==> src/rtl/uart_tx_arb.sv <==
// uart_tx_arb: round-robin arbiter sharing the UART TX FIFO write port, message-granular with a burst cap.
module uart_tx_arb #(
   parameter int DATA_WIDTH = 8,
   parameter int NUM_REQ    = 4,
   parameter int MAX_BURST  = 16
) (
   input  logic                          i_clk,
   input  logic                          i_rst,
   input  logic [NUM_REQ-1:0]            i_req_valid,
   input  logic [NUM_REQ*DATA_WIDTH-1:0] i_req_data,
   input  logic [NUM_REQ-1:0]            i_req_last,
   output logic [NUM_REQ-1:0]            o_req_ready,
   input  logic                          i_flush,
   output logic                          o_tx_wr,
   output logic [DATA_WIDTH-1:0]         o_tx_data,
   input  logic                          i_tx_full,
   output logic [NUM_REQ-1:0]            o_grant,
   output logic                          o_busy,
   output logic                          o_trunc
);
   localparam int IW = $clog2(NUM_REQ);
   localparam int CW = $clog2(MAX_BURST + 1);
   typedef enum logic {IDLE, BURST} state_t;
   state_t          state;
   logic [IW-1:0]   grant_idx, ptr, pick_idx;
   logic [CW-1:0]   cnt;
   logic            pick_ok, trunc, ready_g, accept, g_last;
   // Scan downward so the requester closest after ptr wins.
   always_comb begin
      pick_ok  = 1'b0;
      pick_idx = '0;
      for (int i = NUM_REQ; i >= 1; i--) begin
         if (i_req_valid[IW'((int'(ptr) + i) % NUM_REQ)]) begin
            pick_ok  = 1'b1;
            pick_idx = IW'((int'(ptr) + i) % NUM_REQ);
         end
      end
   end
   assign ready_g     = (state == BURST) && !i_tx_full && !i_flush;
   assign accept      = ready_g && i_req_valid[grant_idx];
   assign g_last      = i_req_last[grant_idx];
   assign o_req_ready = ready_g ? (NUM_REQ'(1) << grant_idx) : '0;
   assign o_grant     = (state == BURST) ? (NUM_REQ'(1) << grant_idx) : '0;
   assign o_busy      = (state == BURST);
   assign o_tx_wr     = accept;
   assign o_tx_data   = accept ? i_req_data[grant_idx*DATA_WIDTH +: DATA_WIDTH] : '0;
   assign o_trunc     = trunc;
   always_ff @(posedge i_clk or posedge i_rst) begin
      if (i_rst) begin
         state     <= IDLE;
         ptr       <= IW'(NUM_REQ - 1);
         grant_idx <= '0;
         cnt       <= '0;
         trunc     <= 1'b0;
      end else begin
         trunc <= 1'b0;
         if (i_flush) begin
            state <= IDLE;
            cnt   <= '0;
         end else if (state == IDLE) begin
            if (pick_ok) begin
               state     <= BURST;
               grant_idx <= pick_idx;
               cnt       <= '0;
            end
         end else if (accept) begin
            cnt <= cnt + CW'(1);
            if (g_last || (cnt + CW'(1) == CW'(MAX_BURST))) begin
               state <= IDLE;
               ptr   <= grant_idx;
               trunc <= !g_last;
            end
         end
      end
   end
endmodule

==> config.mk <==
export PLATFORM = sky130hd
export DESIGN_NAME = uart_tx_arb
export DESIGN_NICKNAME = d
export VERILOG_FILES = /design/src/rtl/uart_tx_arb.sv
export SDC_FILE = /design/constraint.sdc
export NUM_CORES = 1
export LEC_CHECK = 0
export BUFFER_PORTS_ARGS = -buffer_cell sky130_fd_sc_hd__buf_2
export CORE_MARGIN = 3
export CORE_UTILIZATION = 43
export DETAILED_ROUTE_END_ITERATION = 8
export PLACE_DENSITY = 0.89
export SYNTH_ARGS = -nofsm -noshare
export SYNTH_HDL_FRONTEND = slang
export SYNTH_SLANG_ARGS = --single-unit
==> constraint.sdc <==
create_clock -name i_clk -period 2.2 [get_ports i_clk]
set_input_delay 0.44 -clock i_clk [delete_from_list [all_inputs] [get_ports i_clk]]
set_output_delay 0.44 -clock i_clk [all_outputs]
set_load 0.01 [all_outputs]
==> results.txt, run 1 <==
status - completed
CP startpoint - grant_idx[0]
drt via density - 5.38
largest net degree at the start of global routing - 12
Distinct cells, synth - 38
vias in the first global route - 922
total negative slack - 0 ns
Worst Path Required - 1.76 ns
Final Wtd Congestion - 0.823
CTS Hold Bufs - 0
Slew @ Worst Pin - 0.558 ns
Seq/Total Area, Yosys - 27.2%
maximum vdd drop - 0.435 mV
Leak Pwr - 0.732 nW
final hold vios - 0
fill count - 184
final slew viol count - 0
Pwr Density - 662 mW/mm^2
CP Class - reg2out
FP Rows - 17
Starting DRT DRC Count - 21
layout cells sized above 1 - 54.2%
Setup-failing EPs final - 0
Period minus WS final - 2.13 ns
Die Ht - 54.7 um
clk root buf - clkbuf_4
synthesized cell area - 0.00102 sq mm
Arrival @ worst endpoint - 1.69 ns
Max clock buf depth - 2
FF-to-FF Start - grant_idx[0]
PortBufs - 62
die width - 54.7 um
CTS buffer count - 3
drt first pass iters - 4
Synth Instances - 96
relative slew slack - 62.5%
Final nets - 212
Ports - 63
Overall Power - 0.000946 W
EDFF count, synth - 0
drt drc - 0
wirelength, routed - 2800 um
CP Max Fanout - 9
top_reg_cell synth - dfrtp_1
HPWL after detailed placement - 2270 um
max-cap check violation count - 0
clock latency on the worst-skew pair - 0.26 ns
htree depth - 1
worst min-delay path class - in2async
Layout Area Growth over Synthesis - 40.2%
ys async rst share - 100%
GRT Overall Usage - 18.4%
Syn Area/Cell - 10.6 sq um
FMAX - 470 MHz
Initial Utilization - 45.7%
Worst Setup End Kind - output port
fin crit share - 96.6%
RSZ-0062 raised after global routing - false
initial antenna violation count - 0
Clock Skews - 0.00312 ns
Syn Nets - 141
CTS tree - built
WL per Instance - 14.5 um
vias - 1044
antenna-violating nets left - 0
Antenna Cells - 0
CTS clk-pin slew, worst paths - 0.07 ns
Core ar. - 0.00223 sq mm
Sink Count - 11
remaining global-route overflow - 0
Die Area - 0.00299 sq mm
yosys warns - 0
Startpoint Class - flip-flop
first-pass GRT wire length - 3970 um
Synth Register Bits - 11
-- flip-flops by register name, summed over array words and instances, names as in the netlist --
| signal | flops |
|---|---|
| grant_idx | 2 |
| ptr | 2 |
| cnt | 5 |
| o_trunc | 1 |
| o_busy | 1 |
-- worst max-delay path: stages (launching register included) --
cell     delay [ns]
dfrtp_2        0.41
mux4_2         0.54
nand3_4        0.15
and2b_1        0.19
buf_2          0.13
-- per-stage QoR --
step	setup WS, ns	utilization [%]	hold slack [ns]	cells	cell area, sq um
2_1_floorplan	0.450	-	0.291	96	1020
3_3_place_gp	0.209	61.1	0.444	185	1360
3_5_place_dp	0.190	61.1	0.447	185	1360
4_1_cts	0.00597	62.7	0.157	190	1400
5_1_grt	0.00502	64.0	0.175	194	1430
6_report	0.0737	64.0	0.154	194	1430
-- kinds of logic after synthesis --
logic type	share of synthesized area (%)
flops	27.2
xor+xnor	1.72
compound gates	10.7
fa+ha+maj	1.23
buf+inv	5.89
simple gates	23.9
mux	29.3
-- timing repair --
action                                  4_1_cts  5_1_grt
gates resized for setup                       1        1
buffers inserted                              1        3
endpoints found under the setup margin        4        6
gates cloned                                  0        1
-- power breakdown --
group / total [W] / internal [W] / switching, W
Combinational: 0.000491 / 0.000288 / 0.000203
Clock: 0.000134 / 0.0000701 / 0.0000637
Sequential: 0.000322 / 0.000255 / 0.0000668
Total: 0.000946 / 0.000613 / 0.000333
-- final cells by class --
cell class	count	area [sq um]	share of cell area, %
well taps	28	35.0	2.45
multi-input cells	73	682	47.7
flip-flops and latches	11	279	19.5
inverters	7	28.8	2.01
repair buffers	71	379	26.5
clock buffers	4	26.3	1.84
-- worst paths after layout --
check / to / slack [ns] / cells past startpoint
worst max-delay path: o_tx_data[0] / 0.07 / 4
max in group asynchronous: ptr[1] / 1.72 / 2
worst min register to register: cnt[4] / 0.58 / 1
worst max register to register: ptr[1] / 0.45 / 6
min in group i_clk: o_busy / 0.44 / 2
worst min-delay path: grant_idx[1] / 0.15 / 2
-- cells in the final DEF (no fill, tap or decap), drive strengths merged, types with 2 or more instances in the layout --
cell type and count:
a21oi 5, o21ai 5, dfrtp 9, nor3 6
buf 71, nand3 5, nor2 7, nor2b 7
clkbuf 4, inv 7, nand2 4, mux4 10
and3 2, nor3b 5, dfstp 2, mux2 3
xnor2 2, and2b 2
-- routing by layer --
| layer | wire length [um] | part of all wire, % | global-route usage (%) | vias up |
|---|---|---|---|---|
| li1 | - | - | - | 503 |
| met1 | 1050 | 37 | 23.4 | 496 |
| met2 | 1590 | 57 | 30.3 | 39 |
| met3 | 130 | 4.6 | 4.36 | 6 |
| met4 | 33 | 1.2 | 6.22 | 0 |
| met5 | 0 | 0 | 0 | - |
-- synth_stat cells, types with 4 or more instances --
library cell,instances,area share [%]
dfrtp_1,9,22
nor2_1,7,2.6
nor2b_1,7,4.3
mux4_1,6,15
inv_1,5,1.8
nor3_1,5,2.5
nor3b_1,5,3.7
o21ai_0,5,2.5
a21oi_1,4,2.0
mux4_2,4,8.8
nand2_1,4,1.5
nand3_1,4,2.0
Power figures use the tool's default switching activity.
==> run 2: changes to the inputs <==
- CORE_ASPECT_RATIO: unset -> 1.1
==> run 2 against run 1 <==
Against the previous run: routed wire length is 3.5% lower; final cell count shrank 1.5%; via count fell by 0.29%; global-route usage is 0.66 points higher; sequential power is 5% lower; critical endpoint is now o_tx_data[1]; final area down 1.1%; clock skew down 0.00063 ns; maximum frequency increased by 0.42%; core utilization rose by 2.4 points.
==> results.txt, run 2 (synthesis gave the netlist of run 1 again) <==
Clock Skews - 0.00249 ns (-0.000632 ns)
Antenna Cells - 0 (unchanged)
Arrival @ worst endpoint - 1.68 ns (about the same)
FMAX - 472 MHz (+0.42%)
PortBufs - 62 (unchanged)
relative slew slack - 67.2% (+4.7 points)
commonest non-fill, non-tap cell in the layout - buf_2
Worst Path Required - 1.76 ns (about the same)
Most flops, register - cnt
drt drc - 0 (unchanged)
Period minus WS final - 2.12 ns (-0.00884 ns)
layout cells sized above 1 - 53.4% (-0.84 points)
CP Class - reg2out
Worst Path Buf+Inv - 1 (unchanged)
final hold vios - 0 (unchanged)
Regs by FF count - cnt (5), grant_idx (2), ptr (2)
RSZ-0062 raised after global routing - true
drt via density - 5.45 (+1.3%)
worst min-delay path class - in2async
FF-to-FF Start - grant_idx[0]
first-pass GRT wire length - 4430 um (+12%)
vias - 1041 (-0.29%)
die width - 52.4 um (-4.1%)
largest delay contributor family on the critical path - multiplexers
Slew @ Worst Pin - 0.488 ns (-0.0693 ns)
Startpoint Class - flip-flop
CP cell instances - mux4_2 -> nand3_4 -> and2b_1 -> buf_2
slowest CP cell - mux4_2
initial antenna violation count - 0 (unchanged)
Leak Pwr - 0.721 nW (-1.5%)
Core ar. - 0.00213 sq mm (-4.8%)
final core occ - 66.5% (+2.4 points)
max FFs per register - 5 (unchanged)
Worst Setup End Kind - output port
Die Area - 0.00299 sq mm (about the same)
CTS clk-pin slew, worst paths - 0.07 ns (about the same)
CTS Hold Bufs - 0 (unchanged)
clk root buf - clkbuf_4
Sink Count - 11 (unchanged)
Placed Cells - 185 (unchanged)
Initial Utilization - 47.9% (+2.3 points)
Starting DRT DRC Count - 34 (+62%)
Overall Power - 0.000924 W (-2.4%)
CP Max Fanout - 9 (unchanged)
Non-Filler Instances - 191 (-1.5%)
remaining global-route overflow - 0 (unchanged)
vias in the first global route - 1078 (+17%)
GRT Overall Usage - 19.1% (+0.66 points)
wirelength, routed - 2710 um (-3.5%)
Final Wtd Congestion - 0.817 (-0.66%)
Max clock buf depth - 2 (unchanged)
CP peak stage delay - 0.54 ns (about the same)
status - completed
fin crit share - 96.2% (-0.40 points)
clock latency on the worst-skew pair - 0.26 ns (about the same)
htree depth - 1 (unchanged)
CP startpoint - grant_idx[0]
WL per Instance - 14.2 um (-2.0%)
Final nets - 209 (-1.4%)
antenna-violating nets left - 0 (unchanged)
largest net degree at the start of global routing - 17 (+5)
Die Ht - 57.1 um (+4.4%)
drt first pass iters - 6 (+2)
most frequent cells in the layout - buf_2 (62), dfrtp_1 (8), nor2_1 (7), nor2b_1 (7), mux4_1 (6)
CTS tree - built
Layout Area Growth over Synthesis - 38.7%
max-cap check violation count - 0 (unchanged)
maximum vdd drop - 0.525 mV (+21%)
total negative slack - 0 ns (unchanged)
FP Rows - 17 (unchanged)
CTS buffer count - 3 (unchanged)
Pwr Density - 653 mW/mm^2 (-1.3%)
HPWL after detailed placement - 2300 um (+1.4%)
Ports - 63 (unchanged)
Setup-failing EPs final - 0 (unchanged)
final slew viol count - 0 (unchanged)
-- run 2: cell types whose count changed in the layout (fill, tap and decap cells not counted), sizes merged --
cell | previous run | this run
buf | 71 | 68
-- run 2: path summary, 6_finish.rpt --
path,end,slack (ns),cells past startpoint
worst max-delay path,o_tx_data[1],0.08,4
worst min-delay path,cnt[4],0.16,2
worst max register to register,cnt[2],0.47,5
worst min register to register,cnt[4],0.59,1
max in group asynchronous,ptr[1],1.71,2
min in group i_clk,o_busy,0.44,2
-- run 2: per-stage QoR --
stage               cell area, sq um  hold slack (ns)  worst slack [ns]
global placement                1360            0.442             0.207
detailed placement              1360            0.460             0.183
CTS                             1390            0.174            0.0201
global route                    1410            0.181          0.000184
finish                          1410            0.159            0.0826
floorplan                       1020            0.291             0.450
-- run 2: final cells by class --
class                      count  area, sq um
multi-input combinational     73          682
clock buffer                   4         26.3
fill                         183          713
sequential                    11          279
inverter                       7         28.8
timing repair buffer          68          363
tap                           28         35.0
-- run 2: layer usage --
metal	up-vias	GRT usage (%)	routed length (um)
met5	-	0	0
met4	0	6.57	29
met3	4	3.39	197
met2	46	36.2	1520
met1	493	20.4	962
li1	498	-	-
-- run 2: worst register-to-register path: stages (launching register included) --
cell	delay, ns
dfrtp_2	0.41
mux4_2	0.54
nand3_4	0.16
buf_4	0.18
nor3b_1	0.06
a211o_1	0.27
-- run 2: what timing repair did --
action	in CTS	in global routing
setup buffers	0	2
setup endpoints to repair	1	5
resized for setup	1	2
endpoints found under the hold margin	0	0
-- run 2: power by group --
part / total, W / switching, W / leakage [nW] / internal [W]
clock network: 0.000135 / 0.0000648 / 0.0150 / 0.0000699
registers: 0.000306 / 0.0000510 / 0.138 / 0.000255
logic: 0.000483 / 0.000203 / 0.568 / 0.000280
